File: config.mk
export PLATFORM = sky130hd
export DESIGN_NAME = cpu_req_queue
export DESIGN_NICKNAME = d
export VERILOG_FILES = /design/src/rtl/cpu_req_queue.sv
export SDC_FILE = /design/constraint.sdc
export NUM_CORES = 1
export LEC_CHECK = 0
export CAP_MARGIN = 20
export CORE_ASPECT_RATIO = 1.75
export CORE_MARGIN = 1.5
export CORE_UTILIZATION = 45
export DETAILED_ROUTE_END_ITERATION = 12
export MAX_ROUTING_LAYER = met4
export PLACE_DENSITY = 0.74
export REMOVE_ABC_BUFFERS = 1
export SYNTH_ARGS = -nofsm -noshare
export SYNTH_HDL_FRONTEND = slang
export SYNTH_SLANG_ARGS = --single-unit
export TNS_END_PERCENT = 5
File: constraint.sdc
create_clock -name c_clk -period 36.5 [get_ports c_clk]
set_clock_uncertainty 0.05 [all_clocks]
set_input_delay 10.95 -clock c_clk [delete_from_list [all_inputs] [get_ports c_clk]]
set_output_delay 10.95 -clock c_clk [all_outputs]
set_load 0.03 [all_outputs]
File: src/rtl/cpu_req_queue.sv
// cpu_req_queue: single-clock request queue between the CPU model and the
// cache controller.
//
// The CPU side issues one-cycle sys_rd / sys_wr pulses. Each accepted request
// is buffered (up to DEPTH entries). The head entry is presented to the
// cache as a level request (c_rd / c_wr) held until c_ack. A forced one-cycle
// low gap separates consecutive cache requests.
//
// Ports:
//   c_clk, rst                     clock (rising edge), async active-high reset
//   addr, sys_wdata, sys_bval      request payload from the CPU
//   sys_rd, sys_wr                 request pulses (exactly one per request)
//   sys_rdata, sys_ack             read data and read-completion pulse
//   sys_wack                       write acknowledgment pulse
//   sys_busy, sys_err              queue full / dropped-request pulse
//   q_count                        number of occupied entries
//   c_addr, c_wdata, c_bval        head-entry payload to the cache
//   c_rd, c_wr                     cache request levels
//   c_rdata, c_ack                 cache read data and completion pulse
module cpu_req_queue #(
  parameter int ADDR_SIZE = 16,
  parameter int DATA_SIZE = 32,
  parameter int BVAL_SIZE = 4,
  parameter int DEPTH     = 4,
  parameter int POSTED_WR = 1
) (
  input  logic                         c_clk,
  input  logic                         rst,
  input  logic [ADDR_SIZE-1:0]         addr,
  input  logic [DATA_SIZE-1:0]         sys_wdata,
  input  logic [BVAL_SIZE-1:0]         sys_bval,
  input  logic                         sys_rd,
  input  logic                         sys_wr,
  output logic [DATA_SIZE-1:0]         sys_rdata,
  output logic                         sys_ack,
  output logic                         sys_wack,
  output logic                         sys_busy,
  output logic                         sys_err,
  output logic [$clog2(DEPTH+1)-1:0]   q_count,
  output logic [ADDR_SIZE-1:0]         c_addr,
  output logic [DATA_SIZE-1:0]         c_wdata,
  output logic [BVAL_SIZE-1:0]         c_bval,
  output logic                         c_rd,
  output logic                         c_wr,
  input  logic [DATA_SIZE-1:0]         c_rdata,
  input  logic                         c_ack
);

  localparam int PTR_W = $clog2(DEPTH);
  localparam int CNT_W = $clog2(DEPTH + 1);
  localparam int ENT_W = 1 + BVAL_SIZE + ADDR_SIZE + DATA_SIZE;

  typedef enum logic [1:0] {
    IDLE = 2'd0,
    REQ  = 2'd1,
    GAP  = 2'd2
  } state_t;

  // Entry layout: {is_rd, bval, addr, wdata}
  logic [ENT_W-1:0] mem [DEPTH];
  logic [PTR_W-1:0] wr_ptr;
  logic [PTR_W-1:0] rd_ptr;
  logic [ENT_W-1:0] head;
  state_t           state;
  state_t           state_nxt;
  logic             push;
  logic             pop;
  logic             load;
  logic             any_req;
  logic             bad_req;

  // Busy decodes only the registered count, so a pop in the same cycle
  // never opens a slot for a push while full.
  assign sys_busy = (q_count == CNT_W'(DEPTH));
  assign any_req  = sys_rd | sys_wr;
  assign bad_req  = sys_rd & sys_wr;
  assign push     = (sys_rd ^ sys_wr) & ~sys_busy;
  assign head     = mem[rd_ptr];

  // Request storage
  always_ff @(posedge c_clk or posedge rst) begin
    if (rst) begin
      for (int i = 0; i < DEPTH; i++) begin
        mem[i] <= '0;
      end
    end else if (push) begin
      mem[wr_ptr] <= {sys_rd, sys_bval, addr, sys_wdata};
    end
  end

  // Pointers and occupancy; pointers wrap naturally at DEPTH (power of two)
  always_ff @(posedge c_clk or posedge rst) begin
    if (rst) begin
      wr_ptr  <= '0;
      rd_ptr  <= '0;
      q_count <= '0;
    end else begin
      if (push) wr_ptr <= wr_ptr + PTR_W'(1);
      if (pop)  rd_ptr <= rd_ptr + PTR_W'(1);
      case ({push, pop})
        2'b10:   q_count <= q_count + CNT_W'(1);
        2'b01:   q_count <= q_count - CNT_W'(1);
        default: q_count <= q_count;
      endcase
    end
  end

  // FSM state register
  always_ff @(posedge c_clk or posedge rst) begin
    if (rst) state <= IDLE;
    else     state <= state_nxt;
  end

  // FSM next state; load = present head to cache, pop = retire head
  always_comb begin
    state_nxt = state;
    pop       = 1'b0;
    load      = 1'b0;
    case (state)
      IDLE: begin
        if (q_count != '0) begin
          state_nxt = REQ;
          load      = 1'b1;
        end else begin
          state_nxt = IDLE;
        end
      end
      REQ: begin
        if (c_ack) begin
          pop       = 1'b1;
          state_nxt = GAP;
        end else begin
          state_nxt = REQ;
        end
      end
      GAP: begin
        // Count here already reflects the pop taken on entry to GAP
        if (q_count != '0) begin
          state_nxt = REQ;
          load      = 1'b1;
        end else begin
          state_nxt = IDLE;
        end
      end
      default: begin
        state_nxt = IDLE;
      end
    endcase
  end

  // Cache-side request registers, held stable for the whole REQ state
  always_ff @(posedge c_clk or posedge rst) begin
    if (rst) begin
      c_addr  <= '0;
      c_wdata <= '0;
      c_bval  <= '0;
      c_rd    <= 1'b0;
      c_wr    <= 1'b0;
    end else if (load) begin
      c_wdata <= head[DATA_SIZE-1:0];
      c_addr  <= head[DATA_SIZE +: ADDR_SIZE];
      c_bval  <= head[DATA_SIZE+ADDR_SIZE +: BVAL_SIZE];
      c_rd    <= head[ENT_W-1];
      c_wr    <= ~head[ENT_W-1];
    end else if (pop) begin
      c_rd    <= 1'b0;
      c_wr    <= 1'b0;
    end else begin
      c_rd    <= c_rd;
      c_wr    <= c_wr;
    end
  end

  // CPU-side response pulses; c_rd/c_wr still identify the retiring entry
  always_ff @(posedge c_clk or posedge rst) begin
    if (rst) begin
      sys_rdata <= '0;
      sys_ack   <= 1'b0;
      sys_wack  <= 1'b0;
      sys_err   <= 1'b0;
    end else begin
      sys_ack <= pop & c_rd;
      sys_err <= bad_req | (any_req & sys_busy);
      if (pop && c_rd) sys_rdata <= c_rdata;
      else             sys_rdata <= sys_rdata;
      if (POSTED_WR != 0) sys_wack <= push & sys_wr;
      else                sys_wack <= pop & c_wr;
    end
  end

endmodule

==> results of run 1 <==
critical path, cell delays in order, from the launching register on:
cell                              delay (ps)
sky130_fd_sc_hd__dfrtp_1                 430
sky130_fd_sc_hd__or3b_1                  610
sky130_fd_sc_hd__inv_1                   120
sky130_fd_sc_hd__clkdlybuf4s50_1         690
cells in the mapped netlist (all sizes together):
library cell  number
dfrtp            310
mux2             299
mux4              53
buf               39
ha                 7
inv                7
clkbuf             4
nand3              4
xnor2              4
nand2              3
nor2               3
and3b              2
nand2b             2
xor2               2
fa                 1
mux2i              1
nor2b              1
nor3               1
o21bai             1
o22ai              1
or3b               1
layout by cell type, fill, tap and decap left out, types with 2 or more instances in the layout:
cell	n
sky130_fd_sc_hd__inv_1	6
sky130_fd_sc_hd__nand3_4	4
sky130_fd_sc_hd__mux2_2	199
sky130_fd_sc_hd__clkinvlp_4	4
sky130_fd_sc_hd__dfrtp_1	308
sky130_fd_sc_hd__ha_1	7
sky130_fd_sc_hd__bufinv_16	6
sky130_fd_sc_hd__xor2_1	2
sky130_fd_sc_hd__xnor2_1	4
sky130_fd_sc_hd__clkbuf_16	29
sky130_fd_sc_hd__clkinv_4	2
sky130_fd_sc_hd__diode_2	2
sky130_fd_sc_hd__clkdlybuf4s50_1	181
sky130_fd_sc_hd__mux4_2	53
sky130_fd_sc_hd__nand2_1	3
sky130_fd_sc_hd__and3b_1	2
sky130_fd_sc_hd__nor2_1	2
sky130_fd_sc_hd__nand2b_1	2
sky130_fd_sc_hd__clkbuf_8	4
sky130_fd_sc_hd__clkinv_2	4
sky130_fd_sc_hd__buf_4	9
sky130_fd_sc_hd__clkbuf_1	2
sky130_fd_sc_hd__mux2_4	100
registers in the layout, indices dropped and copies added (netlist names):
name / flops
sys_wack: 1
c_wr: 1
c_rd: 1
mem: 212
wr_ptr: 2
c_wdata: 32
rd_ptr: 2
state: 2
sys_err: 1
sys_rdata: 32
c_bval: 4
c_addr: 16
q_count: 3
sys_ack: 1
stage by stage:
step           std cells  util [%]  setup slack [ps]  cell area (um^2)  hold WS, ps
2_1_floorplan        703         -             16930             13000          424
3_3_place_gp        1275      52.3             22590             15400          431
3_5_place_dp        1275      52.3             22500             15400          439
4_1_cts             1326      55.8             23060             16500          456
5_1_grt             1328      55.8             22780             16500          462
6_report            1328      55.8             23110             16500          452
cell type report:
class	count	share of cell area, %
repair buffers	190	11.4
flip-flops and latches	310	47.1
inverters	7	0.205
well taps	382	2.90
clock inverters	16	1.50
diodes	2	0.0304
clock buffers	35	4.79
multi-input cells	386	32.0
power by group through the flow:
stage | sequential [W] | clock (W) | combinational (W)
2_1_floorplan | 0.000716 | 0 | 0.000435
3_3_place_gp | 0.000628 | 0 | 0.000729
4_1_cts | 0.000632 | 0.000337 | 0.000744
3_5_place_dp | 0.000635 | 0 | 0.000743
5_1_grt | 0.000653 | 0.000350 | 0.000780
6_report | 0.000630 | 0.000327 | 0.000732
metal layers:
metal / routed length [um] / global-route usage (%)
met1: 11200 / 22.4
met2: 14300 / 32.4
met3: 1090 / 2.66
met4: 513 / 5.07
met5: 0 / -
worst max-delay path by stage:
stage,startpoint,end,slack (ps),depth (start not counted)
after floorplan,rst,c_addr[0],16930,1
after global routing,rst,mem[48],22780,4
final,q_count[1],sys_busy,23110,3
after global placement,rst,mem[101],22590,4
after CTS,q_count[0],sys_busy,23060,3
after detailed placement,rst,c_addr[12],22500,4
kinds of logic after synthesis:
logic type / Yosys count / synth area share, %
AOI/OAI and AO/OA: 2 / 0.102
xor gates and xnor gates: 6 / 0.388
adders and majority gates: 8 / 0.795
buffers and inverters: 50 / 3.75
DFF: 310 / 57.3
muxes: 353 / 36.6
and+or+nand+nor: 17 / 1.07
==> results_tabular.tex, run 1 <==
\begin{tabular}{lr}
\hline
Metric & Value \\
\hline
\multicolumn{2}{l}{\textbf{Worst setup path}} \\
\quad Critical register-to-register path endpoint & mem[103] \\
\quad Kind of end point of the critical path & output pin \\
\quad Depth of the worst register-to-register path & 4 \\
\quad Endpoint required time on the critical path & 25500 ps \\
\quad Startpoint types & flop \\
\quad Start-to-end type of the worst setup path & reg -> out \\
\quad Arrival @ worst endpoint & 2390 ps \\
\quad Reg2reg start & q\_count[1] \\
\quad Register-to-register setup slack & 33720 ps \\
\quad Critical-path maximum fanout & 7 \\
\multicolumn{2}{l}{\textbf{Routing}} \\
\quad DR vias/cell & 5.23 \\
\quad Total wirelength of the detailed-routed design & 27.1 mm \\
\quad WL/cell & 20.4 um \\
\quad DRC Markers & 0 \\
\quad DRC violation total after the first TritonRoute iteration & 251 \\
\quad Number of nets with antenna violations after routing & 0 \\
\quad Vias after detailed routing & 6939 \\
\quad Pre-antenna DRT Iters & 4 \\
\multicolumn{2}{l}{\textbf{Clock tree}} \\
\quad Maximum clock insertion buffer count & 3 \\
\quad Clock slew at reported path FFs & 70 ps \\
\quad Number of sinks handled by clock tree synthesis & 310 \\
\quad Root cell of the clock tree & sky130\_fd\_sc\_hd\_\_clkbuf\_16 \\
\quad Post-cts repair resize count & 0 \\
\quad Number of H-tree branching levels & 1 \\
\quad Postcts setup bufs & 0 \\
\quad Skew-Pair Late Insertion Delay & 540 ps \\
\quad TritonCTS clock tree & done \\
\quad Number of buffers created by CTS & 28 \\
\quad Hold\_buf cts & 0 \\
\multicolumn{2}{l}{\textbf{Floorplan}} \\
\quad I/O pins & 182 \\
\quad Vert. Die Dim & 232 um \\
\quad Initial core utilization & 45.9\% \\
\quad Placeable core region & 0.0295 mm\^{}2 \\
\quad Die ar. & 0.0312 mm\^{}2 \\
\quad Die Width & 134 um \\
\quad Number of core rows & 83 \\
\multicolumn{2}{l}{\textbf{STA}} \\
\quad Transition time at the pin with the least slew margin & 1050 ps \\
\quad Highest achievable clock rate & 74.7 MHz \\
\quad \# setup viols final & 0 \\
\quad Unrepaired setup endpoints after global routing & no \\
\quad Post-layout min period & 13390 ps \\
\quad Final slew viol count & 0 \\
\quad Worst slew margin relative to its limit & 30.3\% \\
\quad Share of the clock period used by the worst path after layout & 36.7\% \\
\quad Hold violation total from the final report & 0 \\
\quad Total negative slack for setup checks & 0 ps \\
\multicolumn{2}{l}{\textbf{Global routing}} \\
\quad Antenna violations before repair & 2 \\
\quad Global-route wire length before repair & 43.8 mm \\
\quad Via count of the first global-routing pass & 7810 \\
\quad Pin count of the biggest net entering global routing & 117 \\
\quad Remaining Overflow, GRT & 0 \\
\quad All-layer global routing usage & 18.5\% \\
\multicolumn{2}{l}{\textbf{Logic synthesis}} \\
\quad Summed instance area of the synthesized netlist & 0.0135 mm\^{}2 \\
\quad Proportion of synthesized chip area in sequential cells & 57.3\% \\
\quad Total number of yosys warnings & 0 \\
\quad Average cell area after synthesis & 18.1 um\^{}2 \\
\quad Cell count after synthesis & 746 \\
\quad Ranking of synthesized cells by area & sky130\_fd\_sc\_hd\_\_dfrtp\_1 (57\%), sky130\_fd\_sc\_hd\_\_mux2\_2 (17\%), sky130\_fd\_sc\_hd\_\_mux2\_4 (11\%) \\
\quad Top cell type's share of synthesized area & 57.3\% \\
\quad Number of distinct library cell variants in the gate-level netlist after synthesis & 27 \\
\quad Number of synthesized register bits & 310 \\
\quad Cell accounting for the most synthesized area & sky130\_fd\_sc\_hd\_\_dfrtp\_1 \\
\multicolumn{2}{l}{\textbf{Power}} \\
\quad Total power divided by cell area & 103 mW/mm\^{}2 \\
\quad Leakage component of the power & 7.24 nW \\
\quad Post-route total power & 0.00169 W \\
\quad Worst VDD drop & 0.0422 mV \\
\quad Seq pwr share & 37.3\% \\
\quad Combinational fraction of design power & 43.3\% \\
\quad Internal power & 0.00115 W \\
\quad Switching component of the power & 0.000539 W \\
\quad Net switching fraction of the power & 31.9\% \\
\quad Clock Power Share & 19.4\% \\
\multicolumn{2}{l}{\textbf{Run status}} \\
\quad Result of the run & completed \\
\multicolumn{2}{l}{\textbf{Placement}} \\
\quad HPWL after detailed placement & 16.5 mm \\
\quad Input/output buffers & 181 \\
\quad Final GP Congestion & 0.698 \\
\multicolumn{2}{l}{\textbf{Finish}} \\
\quad Number of fill cells in the layout & 2396 \\
\quad Area occupied by multi-input gates & 0.00527 mm\^{}2 \\
\quad Syn-to-layout area delta & 21.7\% \\
\quad Post-layout nets & 1020 \\
\quad Fraction of layout instances using a drive strength above 1 & 44.3\% \\
\quad Area taken by flip-flops and latches & 0.00776 mm\^{}2 \\
\multicolumn{2}{l}{\textbf{Worst hold path}} \\
\quad Endpoint of the worst hold-timing path & mem[124] \\
\quad Depth of the worst hold-timing path & 1 \\
\quad HP Class & reg -> reg \\
\quad Source of the worst hold timing path & mem[124] \\
\multicolumn{2}{l}{\textbf{Flow run}} \\
\quad Max\_cap viols & 0 \\
\hline
\end{tabular}
Note: power is estimated with default switching activity, not from simulation.
==> inputs of run 2 (changes only) <==
PLACE_DENSITY = 0.77   (was 0.74)
clock period = 10.92 ns   (was 36.5 ns; I/O delays follow)
==> run 2 against run 1 <==
Sequential power rose to 3.3 times the previous value. Via count rose by 0.26%. Global-route usage fell by 0.48 points. Critical path depth did not move. Wire length fell by 2.5%. Combinational power rose to 3.4 times the previous value. Die area did not move. First-iteration DRC count fell by 14%. Clock-buffer cell count rose by 6. Sequential share of layout area rose by 0.21 points. Flip-flop and latch count did not move. Largest cell class unchanged. Highest routed layer unchanged.
==> results_tabular.tex, run 2 (synthesis gave the netlist of run 1 again) <==
\begin{tabular}{lr}
\hline
Metric & Value \\
\hline
\multicolumn{2}{l}{\textbf{Run status}} \\
\quad Result of the run & completed (unchanged) \\
\multicolumn{2}{l}{\textbf{Power}} \\
\quad Leakage component of the power & 7.22 nW (was 7.24 nW) \\
\quad Switching component of the power & 0.00179 W (was 0.000539 W) \\
\quad Seq pwr share & 37.4\% (was 37.3\%) \\
\quad Internal power & 0.00379 W (was 0.00115 W) \\
\quad Net switching fraction of the power & 32.1\% (was 31.9\%) \\
\quad Worst VDD drop & 0.219 mV (was 0.0422 mV) \\
\quad Clock Power Share & 18.4\% (was 19.4\%) \\
\quad Total power divided by cell area & 341 mW/mm\^{}2 (was 103 mW/mm\^{}2) \\
\quad Combinational fraction of design power & 44.3\% (was 43.3\%) \\
\multicolumn{2}{l}{\textbf{Clock tree}} \\
\quad Maximum clock insertion buffer count & 3 (unchanged) \\
\quad TritonCTS clock tree & done (unchanged) \\
\quad Postcts setup bufs & 0 (unchanged) \\
\quad Hold\_buf cts & 0 (unchanged) \\
\quad Skew-Pair Late Insertion Delay & 550 ps (was 540 ps) \\
\quad Number of sinks handled by clock tree synthesis & 310 (unchanged) \\
\quad Root cell of the clock tree & sky130\_fd\_sc\_hd\_\_clkbuf\_16 (unchanged) \\
\quad Number of H-tree branching levels & 1 (unchanged) \\
\quad Clock slew at reported path FFs & 60 ps (was 70 ps) \\
\quad Number of buffers created by CTS & 28 (unchanged) \\
\quad Post-cts repair resize count & 0 (unchanged) \\
\multicolumn{2}{l}{\textbf{Placement}} \\
\quad HPWL after detailed placement & 15.9 mm (was 16.5 mm) \\
\quad Input/output buffers & 181 (unchanged) \\
\quad Final GP Congestion & 0.742 (was 0.698) \\
\quad Placed Instance Area & 0.0154 mm\^{}2 (unchanged) \\
\quad Post-place setup slack & 4810 ps (was 22500 ps) \\
\multicolumn{2}{l}{\textbf{STA}} \\
\quad Share of the clock period used by the worst path after layout & 52.3\% \\
\quad Transition time at the pin with the least slew margin & 978 ps (was 1050 ps) \\
\quad Post-layout min period & 5710 ps \\
\quad Final slew viol count & 0 (unchanged) \\
\quad Worst Setup Slack, final & 5210 ps (was 23110 ps) \\
\quad Total negative slack for setup checks & 0 ps (unchanged) \\
\quad \# setup viols final & 0 (unchanged) \\
\quad Unrepaired setup endpoints after global routing & no (unchanged) \\
\quad Hold violation total from the final report & 0 (unchanged) \\
\quad Worst slew margin relative to its limit & 34.8\% (was 30.3\%) \\
\quad Highest achievable clock rate & 175 MHz \\
\multicolumn{2}{l}{\textbf{Worst setup path}} \\
\quad Startpoint types & flop (unchanged) \\
\quad Depth of the worst register-to-register path & 4 (unchanged) \\
\quad CP Cell Sequence & or3b\_1 -> inv\_1 -> clkdlybuf4s50\_1 (unchanged) \\
\quad Worst path max stage delay & 680 ps (was 690 ps) \\
\quad Endpoint required time on the critical path & 7590 ps (was 25500 ps) \\
\quad Register-to-register setup slack & 8130 ps (was 33720 ps) \\
\quad Kind of end point of the critical path & output pin (unchanged) \\
\quad Start-to-end type of the worst setup path & reg -> out (unchanged) \\
\quad Reg2reg start & q\_count[0] (was q\_count[1]) \\
\quad Critical register-to-register path endpoint & mem[181] (was mem[103]) \\
\quad Critical path launch point & q\_count[0] (was q\_count[1]) \\
\quad Master of the slowest instance on the critical path & sky130\_fd\_sc\_hd\_\_clkdlybuf4s50\_1 (unchanged) \\
\quad Capture point of the critical path & sys\_busy (unchanged) \\
\quad Critical-path maximum fanout & 7 (unchanged) \\
\quad Arrival @ worst endpoint & 2390 ps (about the same) \\
\multicolumn{2}{l}{\textbf{Global routing}} \\
\quad Global routing usage on met3 & 2.40\% (was 2.66\%) \\
\quad Antenna violations before repair & 1 (was 2) \\
\quad Met1 capacity usage during global routing & 21.7\% (was 22.4\%) \\
\quad Global-route wire length before repair & 42.7 mm (was 43.8 mm) \\
\quad Pin count of the biggest net entering global routing & 136 (was 117) \\
\quad All-layer global routing usage & 18.0\% (was 18.5\%) \\
\quad GR Layer Usage met2 & 31.4\% (was 32.4\%) \\
\quad Via count of the first global-routing pass & 7607 (was 7810) \\
\quad Most used routing layer & met2 (unchanged) \\
\quad Remaining Overflow, GRT & 0 (unchanged) \\
\multicolumn{2}{l}{\textbf{Finish}} \\
\quad Number of flip-flops under the largest register name & 212 (unchanged) \\
\quad Fraction of layout instances using a drive strength above 1 & 43.9\% (was 44.3\%) \\
\quad Post-layout nets & 1020 (unchanged) \\
\quad Syn-to-layout area delta & 21.1\% (was 21.7\%) \\
\quad Post-layout instance area & 0.0164 mm\^{}2 (was 0.0165 mm\^{}2) \\
\quad Commonest non-fill, non-tap cell in the layout & sky130\_fd\_sc\_hd\_\_dfrtp\_1 (unchanged) \\
\quad Most frequent cells in the layout & sky130\_fd\_sc\_hd\_\_dfrtp\_1 (308), sky130\_fd\_sc\_hd\_\_mux2\_2 (199), sky130\_fd\_sc\_hd\_\_clkdlybuf4s50\_1 (181) (unchanged) \\
\quad Largest registers ranked by flip-flop count & mem (212), c\_wdata (32), sys\_rdata (32) (unchanged) \\
\quad Register name with the most flops & mem (unchanged) \\
\multicolumn{2}{l}{\textbf{Worst hold path}} \\
\quad HP Class & reg -> reg (unchanged) \\
\quad Source of the worst hold timing path & mem[50] (was mem[124]) \\
\quad Depth of the worst hold-timing path & 1 (unchanged) \\
\multicolumn{2}{l}{\textbf{Floorplan}} \\
\quad I/O pins & 182 (unchanged) \\
\quad Number of core rows & 83 (unchanged) \\
\quad Die Width & 134 um (unchanged) \\
\quad Vert. Die Dim & 232 um (unchanged) \\
\quad Initial core utilization & 45.9\% (unchanged) \\
\quad Die ar. & 0.0312 mm\^{}2 (unchanged) \\
\quad Placeable core region & 0.0295 mm\^{}2 (unchanged) \\
\multicolumn{2}{l}{\textbf{Routing}} \\
\quad Pre-antenna DRT Iters & 4 (unchanged) \\
\quad DRC violation total after the first TritonRoute iteration & 216 (was 251) \\
\quad Total wirelength of the detailed-routed design & 26.4 mm (was 27.1 mm) \\
\quad Vias after detailed routing & 6957 (was 6939) \\
\quad DR vias/cell & 5.25 (was 5.23) \\
\quad WL/cell & 19.9 um (was 20.4 um) \\
\quad DRC Markers & 0 (unchanged) \\
\quad Number of nets with antenna violations after routing & 0 (unchanged) \\
\multicolumn{2}{l}{\textbf{Flow run}} \\
\quad Max\_cap viols & 0 (unchanged) \\
\hline
\end{tabular}
[run 2: cell types whose count changed in the layout (fill, tap and decap cells not counted)]
cell,change
sky130_fd_sc_hd__clkbuf_8,+3
sky130_fd_sc_hd__clkbuf_1,+3
sky130_fd_sc_hd__bufinv_16,-3
sky130_fd_sc_hd__clkinv_4,-1
sky130_fd_sc_hd__diode_2,-1
sky130_fd_sc_hd__clkinvlp_4,-4
sky130_fd_sc_hd__clkinv_2,+1
[run 2: cell type report]
cell class	count	area (um^2)
multi-input combinational	386	5270
fill	2339	13100
tap	382	478
clock buffer	41	841
inverter	7	33.8
sequential	310	7760
clock inverter	9	124
antenna	1	2.50
timing repair buffer	190	1880
[run 2: per-stage QoR]
stage	util, %	total power (W)	std cells	hold slack, ps
after global routing	55.6	0.00589	1326	465
after floorplan	-	0.00385	703	424
final	55.6	0.00558	1326	450
after global placement	52.3	0.00453	1275	431
after CTS	55.6	0.00566	1325	453
after detailed placement	52.3	0.00461	1275	438
[run 2: how the worst min path moves through the flow]
stage and end:
2_1_floorplan mem[103], 3_3_place_gp mem[15], 3_5_place_dp mem[84], 4_1_cts mem[50], 5_1_grt mem[36], 6_report mem[50]
[run 2: worst max-delay path, delay by kind of cell (launching register included)]
kind          cells  cell delay [ps]
flops             1              450
buf+inv           2              790
simple gates      1              600
[run 2: routing by layer]
metal	vias to the layer above	wire (um)
met5	-	0
met4	0	574
met3	34	1180
met2	178	13900
met1	3656	10800
li1	3089	-
[run 2: power groups by stage]
stage | Sequential (W) | Clock, W | Combinational, W
finish | 0.00209 | 0.00103 | 0.00247
global route | 0.00216 | 0.00110 | 0.00263
CTS | 0.00209 | 0.00106 | 0.00251
detailed placement | 0.00210 | 0 | 0.00250
global placement | 0.00207 | 0 | 0.00245
floorplan | 0.00239 | 0 | 0.00145
==> inputs of run 3 (changes only) <==
PLACE_DENSITY = 0.74   (was 0.77)
clock period = 5.8 ns   (was 10.92 ns; I/O delays follow)
==> run 3 against run 2 <==
Clock-buffer cell count stayed put. Clock power grew 69%. Non-clock buffer count increased by 6. Critical endpoint unchanged. Largest cell class unchanged.
==> results_tabular.tex, run 3 (synthesis gave the netlist of run 1 again) <==
\begin{tabular}{lr}
\hline
Metric & Value \\
\hline
\multicolumn{2}{l}{\textbf{Run status}} \\
\quad Result of the run & completed (unchanged) \\
\multicolumn{2}{l}{\textbf{Finish}} \\
\quad Post-layout nets & 1025 (was 1020) \\
\quad Largest registers ranked by flip-flop count & mem (212), c\_wdata (32), sys\_rdata (32) (unchanged) \\
\quad Total inserted antenna cells & 0 (was 1) \\
\quad Commonest non-fill, non-tap cell in the layout & sky130\_fd\_sc\_hd\_\_dfrtp\_1 (unchanged) \\
\quad Syn-to-layout area delta & 20.8\% (was 21.1\%) \\
\quad Most frequent cells in the layout & sky130\_fd\_sc\_hd\_\_dfrtp\_1 (308), sky130\_fd\_sc\_hd\_\_mux2\_2 (199), sky130\_fd\_sc\_hd\_\_clkdlybuf4s50\_1 (181) (unchanged) \\
\quad Register name with the most flops & mem (unchanged) \\
\quad Fraction of layout instances using a drive strength above 1 & 43.3\% (was 43.9\%) \\
\quad End-of-flow core utilization & 55.4\% (was 55.6\%) \\
\quad Area taken by flip-flops and latches & 0.00776 mm\^{}2 (unchanged) \\
\quad Number of fill cells in the layout & 2356 (was 2339) \\
\quad Area occupied by multi-input gates & 0.00527 mm\^{}2 (unchanged) \\
\quad Number of flip-flops under the largest register name & 212 (unchanged) \\
\multicolumn{2}{l}{\textbf{Worst hold path}} \\
\quad Source of the worst hold timing path & mem[37] (was mem[50]) \\
\quad HP Class & reg -> reg (unchanged) \\
\quad Endpoint of the worst hold-timing path & mem[37] (was mem[50]) \\
\quad Depth of the worst hold-timing path & 1 (unchanged) \\
\multicolumn{2}{l}{\textbf{Floorplan}} \\
\quad I/O pins & 182 (unchanged) \\
\quad Vert. Die Dim & 232 um (unchanged) \\
\quad Placeable core region & 0.0295 mm\^{}2 (unchanged) \\
\quad Die Width & 134 um (unchanged) \\
\quad Initial core utilization & 45.9\% (unchanged) \\
\quad Number of core rows & 83 (unchanged) \\
\quad Die ar. & 0.0312 mm\^{}2 (unchanged) \\
\multicolumn{2}{l}{\textbf{Power}} \\
\quad Total power divided by cell area & 633 mW/mm\^{}2 (was 341 mW/mm\^{}2) \\
\quad Combinational fraction of design power & 44.9\% (was 44.3\%) \\
\quad Worst VDD drop & 0.291 mV (was 0.219 mV) \\
\quad Leakage component of the power & 7.19 nW (was 7.22 nW) \\
\quad Net switching fraction of the power & 32.2\% (was 32.1\%) \\
\quad Clock Power Share & 16.9\% (was 18.4\%) \\
\quad Switching component of the power & 0.00334 W (was 0.00179 W) \\
\quad Seq pwr share & 38.2\% (was 37.4\%) \\
\quad Internal power & 0.00701 W (was 0.00379 W) \\
\multicolumn{2}{l}{\textbf{Worst setup path}} \\
\quad Depth of the worst register-to-register path & 4 (unchanged) \\
\quad Reg2reg start & q\_count[0] (unchanged) \\
\quad Endpoint required time on the critical path & 4010 ps (was 7590 ps) \\
\quad Kind of end point of the critical path & output pin (unchanged) \\
\quad Register-to-register setup slack & 3300 ps (was 8130 ps) \\
\quad Start-to-end type of the worst setup path & reg -> out (unchanged) \\
\quad Startpoint types & flop (unchanged) \\
\quad Critical-path maximum fanout & 7 (unchanged) \\
\quad Critical register-to-register path endpoint & mem[210] (was mem[181]) \\
\quad Arrival @ worst endpoint & 2370 ps (was 2390 ps) \\
\multicolumn{2}{l}{\textbf{Global routing}} \\
\quad Antenna violations before repair & 0 (was 1) \\
\quad Remaining Overflow, GRT & 0 (unchanged) \\
\quad All-layer global routing usage & 18.2\% (was 18.0\%) \\
\quad Global-route wire length before repair & 43.1 mm (was 42.7 mm) \\
\quad Pin count of the biggest net entering global routing & 132 (was 136) \\
\quad Via count of the first global-routing pass & 7713 (was 7607) \\
\multicolumn{2}{l}{\textbf{Clock tree}} \\
\quad Hold\_buf cts & 0 (unchanged) \\
\quad Number of H-tree branching levels & 1 (unchanged) \\
\quad Root cell of the clock tree & sky130\_fd\_sc\_hd\_\_clkbuf\_16 (unchanged) \\
\quad Post-cts repair resize count & 0 (unchanged) \\
\quad Skew-Pair Late Insertion Delay & 540 ps (was 550 ps) \\
\quad Number of sinks handled by clock tree synthesis & 310 (unchanged) \\
\quad Maximum clock insertion buffer count & 3 (unchanged) \\
\quad Number of buffers created by CTS & 27 (was 28) \\
\quad Clock slew at reported path FFs & 60 ps (about the same) \\
\quad Postcts setup bufs & 0 (unchanged) \\
\quad TritonCTS clock tree & done (unchanged) \\
\multicolumn{2}{l}{\textbf{Placement}} \\
\quad HPWL after detailed placement & 16.9 mm (was 15.9 mm) \\
\quad Final GP Congestion & 0.721 (was 0.742) \\
\quad Input/output buffers & 181 (unchanged) \\
\multicolumn{2}{l}{\textbf{Routing}} \\
\quad DRC Markers & 0 (unchanged) \\
\quad DR vias/cell & 5.25 (about the same) \\
\quad DRC violation total after the first TritonRoute iteration & 331 (was 216) \\
\quad Vias after detailed routing & 6955 (was 6957) \\
\quad Pre-antenna DRT Iters & 4 (unchanged) \\
\quad WL/cell & 20.0 um (was 19.9 um) \\
\quad Total wirelength of the detailed-routed design & 26.4 mm (about the same) \\
\quad Number of nets with antenna violations after routing & 0 (unchanged) \\
\multicolumn{2}{l}{\textbf{STA}} \\
\quad Post-layout min period & 4160 ps \\
\quad Share of the clock period used by the worst path after layout & 71.7\% \\
\quad Highest achievable clock rate & 240 MHz \\
\quad Unrepaired setup endpoints after global routing & no (unchanged) \\
\quad \# setup viols final & 0 (unchanged) \\
\quad Worst slew margin relative to its limit & 36.3\% (was 34.8\%) \\
\quad Worst slack on hold paths & 450 ps (about the same) \\
\quad Final slew viol count & 0 (unchanged) \\
\quad Transition time at the pin with the least slew margin & 956 ps (was 978 ps) \\
\quad Hold violation total from the final report & 0 (unchanged) \\
\multicolumn{2}{l}{\textbf{Flow run}} \\
\quad Max\_cap viols & 0 (unchanged) \\
\hline
\end{tabular}
## run 3: cell types whose count changed in the layout (fill, tap and decap cells not counted), moves of 2 or more
cell / delta
sky130_fd_sc_hd__clkinv_2: -5
sky130_fd_sc_hd__clkbuf_8: -3
sky130_fd_sc_hd__clkbuf_1: +5
sky130_fd_sc_hd__buf_4: +2
sky130_fd_sc_hd__buf_12: +4
sky130_fd_sc_hd__clkbuf_16: -2
## run 3: layout make-up
type                       instances  share of cell area [%]
multi-input combinational        386                    32.2
clock buffer                      41                    4.70
clock inverter                     2                   0.367
tap                              382                    2.92
sequential                       310                    47.5
timing repair buffer             196                    12.1
inverter                           7                   0.207
## run 3: power by group through the flow
stage          clock (W)  combinational (W)  sequential, W
3_5_place_dp           0            0.00472        0.00399
2_1_floorplan          0            0.00273        0.00451
4_1_cts          0.00179            0.00473        0.00397
5_1_grt          0.00189            0.00494        0.00410
6_report         0.00174            0.00465        0.00395
3_3_place_gp           0            0.00463        0.00393
## run 3: per-stage QoR
stage                     cells  instance area, um^2  setup WS [ps]  TNS [ps]  power [W]
after floorplan             703                13000          -4560  -1414450    0.00724
after global placement     1281                15500           1400         0    0.00856
after detailed placement   1281                15500           1390         0    0.00870
after CTS                  1324                16300           1610         0     0.0105
after global routing       1324                16300           1540         0     0.0109
final                      1324                16300           1640         0     0.0103
## run 3: how the worst max path moves through the flow
stage / slack (ps) / cells after the start / to / start
finish: 1640 / 3 / sys_busy / q_count[0]
global route: 1540 / 3 / sys_busy / q_count[1]
CTS: 1610 / 3 / sys_busy / q_count[0]
detailed placement: 1390 / 6 / mem[76] / sys_rd
global placement: 1400 / 6 / mem[93] / sys_rd
floorplan: -4560 / 1 / c_addr[0] / rst
## run 3: per-layer routing
| metal | routed length [um] | vias up | global-route usage (%) | part of all wire, % |
|---|---|---|---|---|
| met5 | 0 | - | - | 0 |
| met4 | 654 | 0 | 5.91 | 2.5 |
| met3 | 1110 | 38 | 2.44 | 4.2 |
| met2 | 13800 | 162 | 31.7 | 52 |
| met1 | 10800 | 3671 | 21.9 | 41 |
| li1 | - | 3084 | - | - |
## run 3: worst max-delay path, cell delays in order (launching register included)
cell,delay (ps)
sky130_fd_sc_hd__dfrtp_1,450
sky130_fd_sc_hd__or3b_1,590
sky130_fd_sc_hd__inv_1,110
sky130_fd_sc_hd__clkdlybuf4s50_1,680
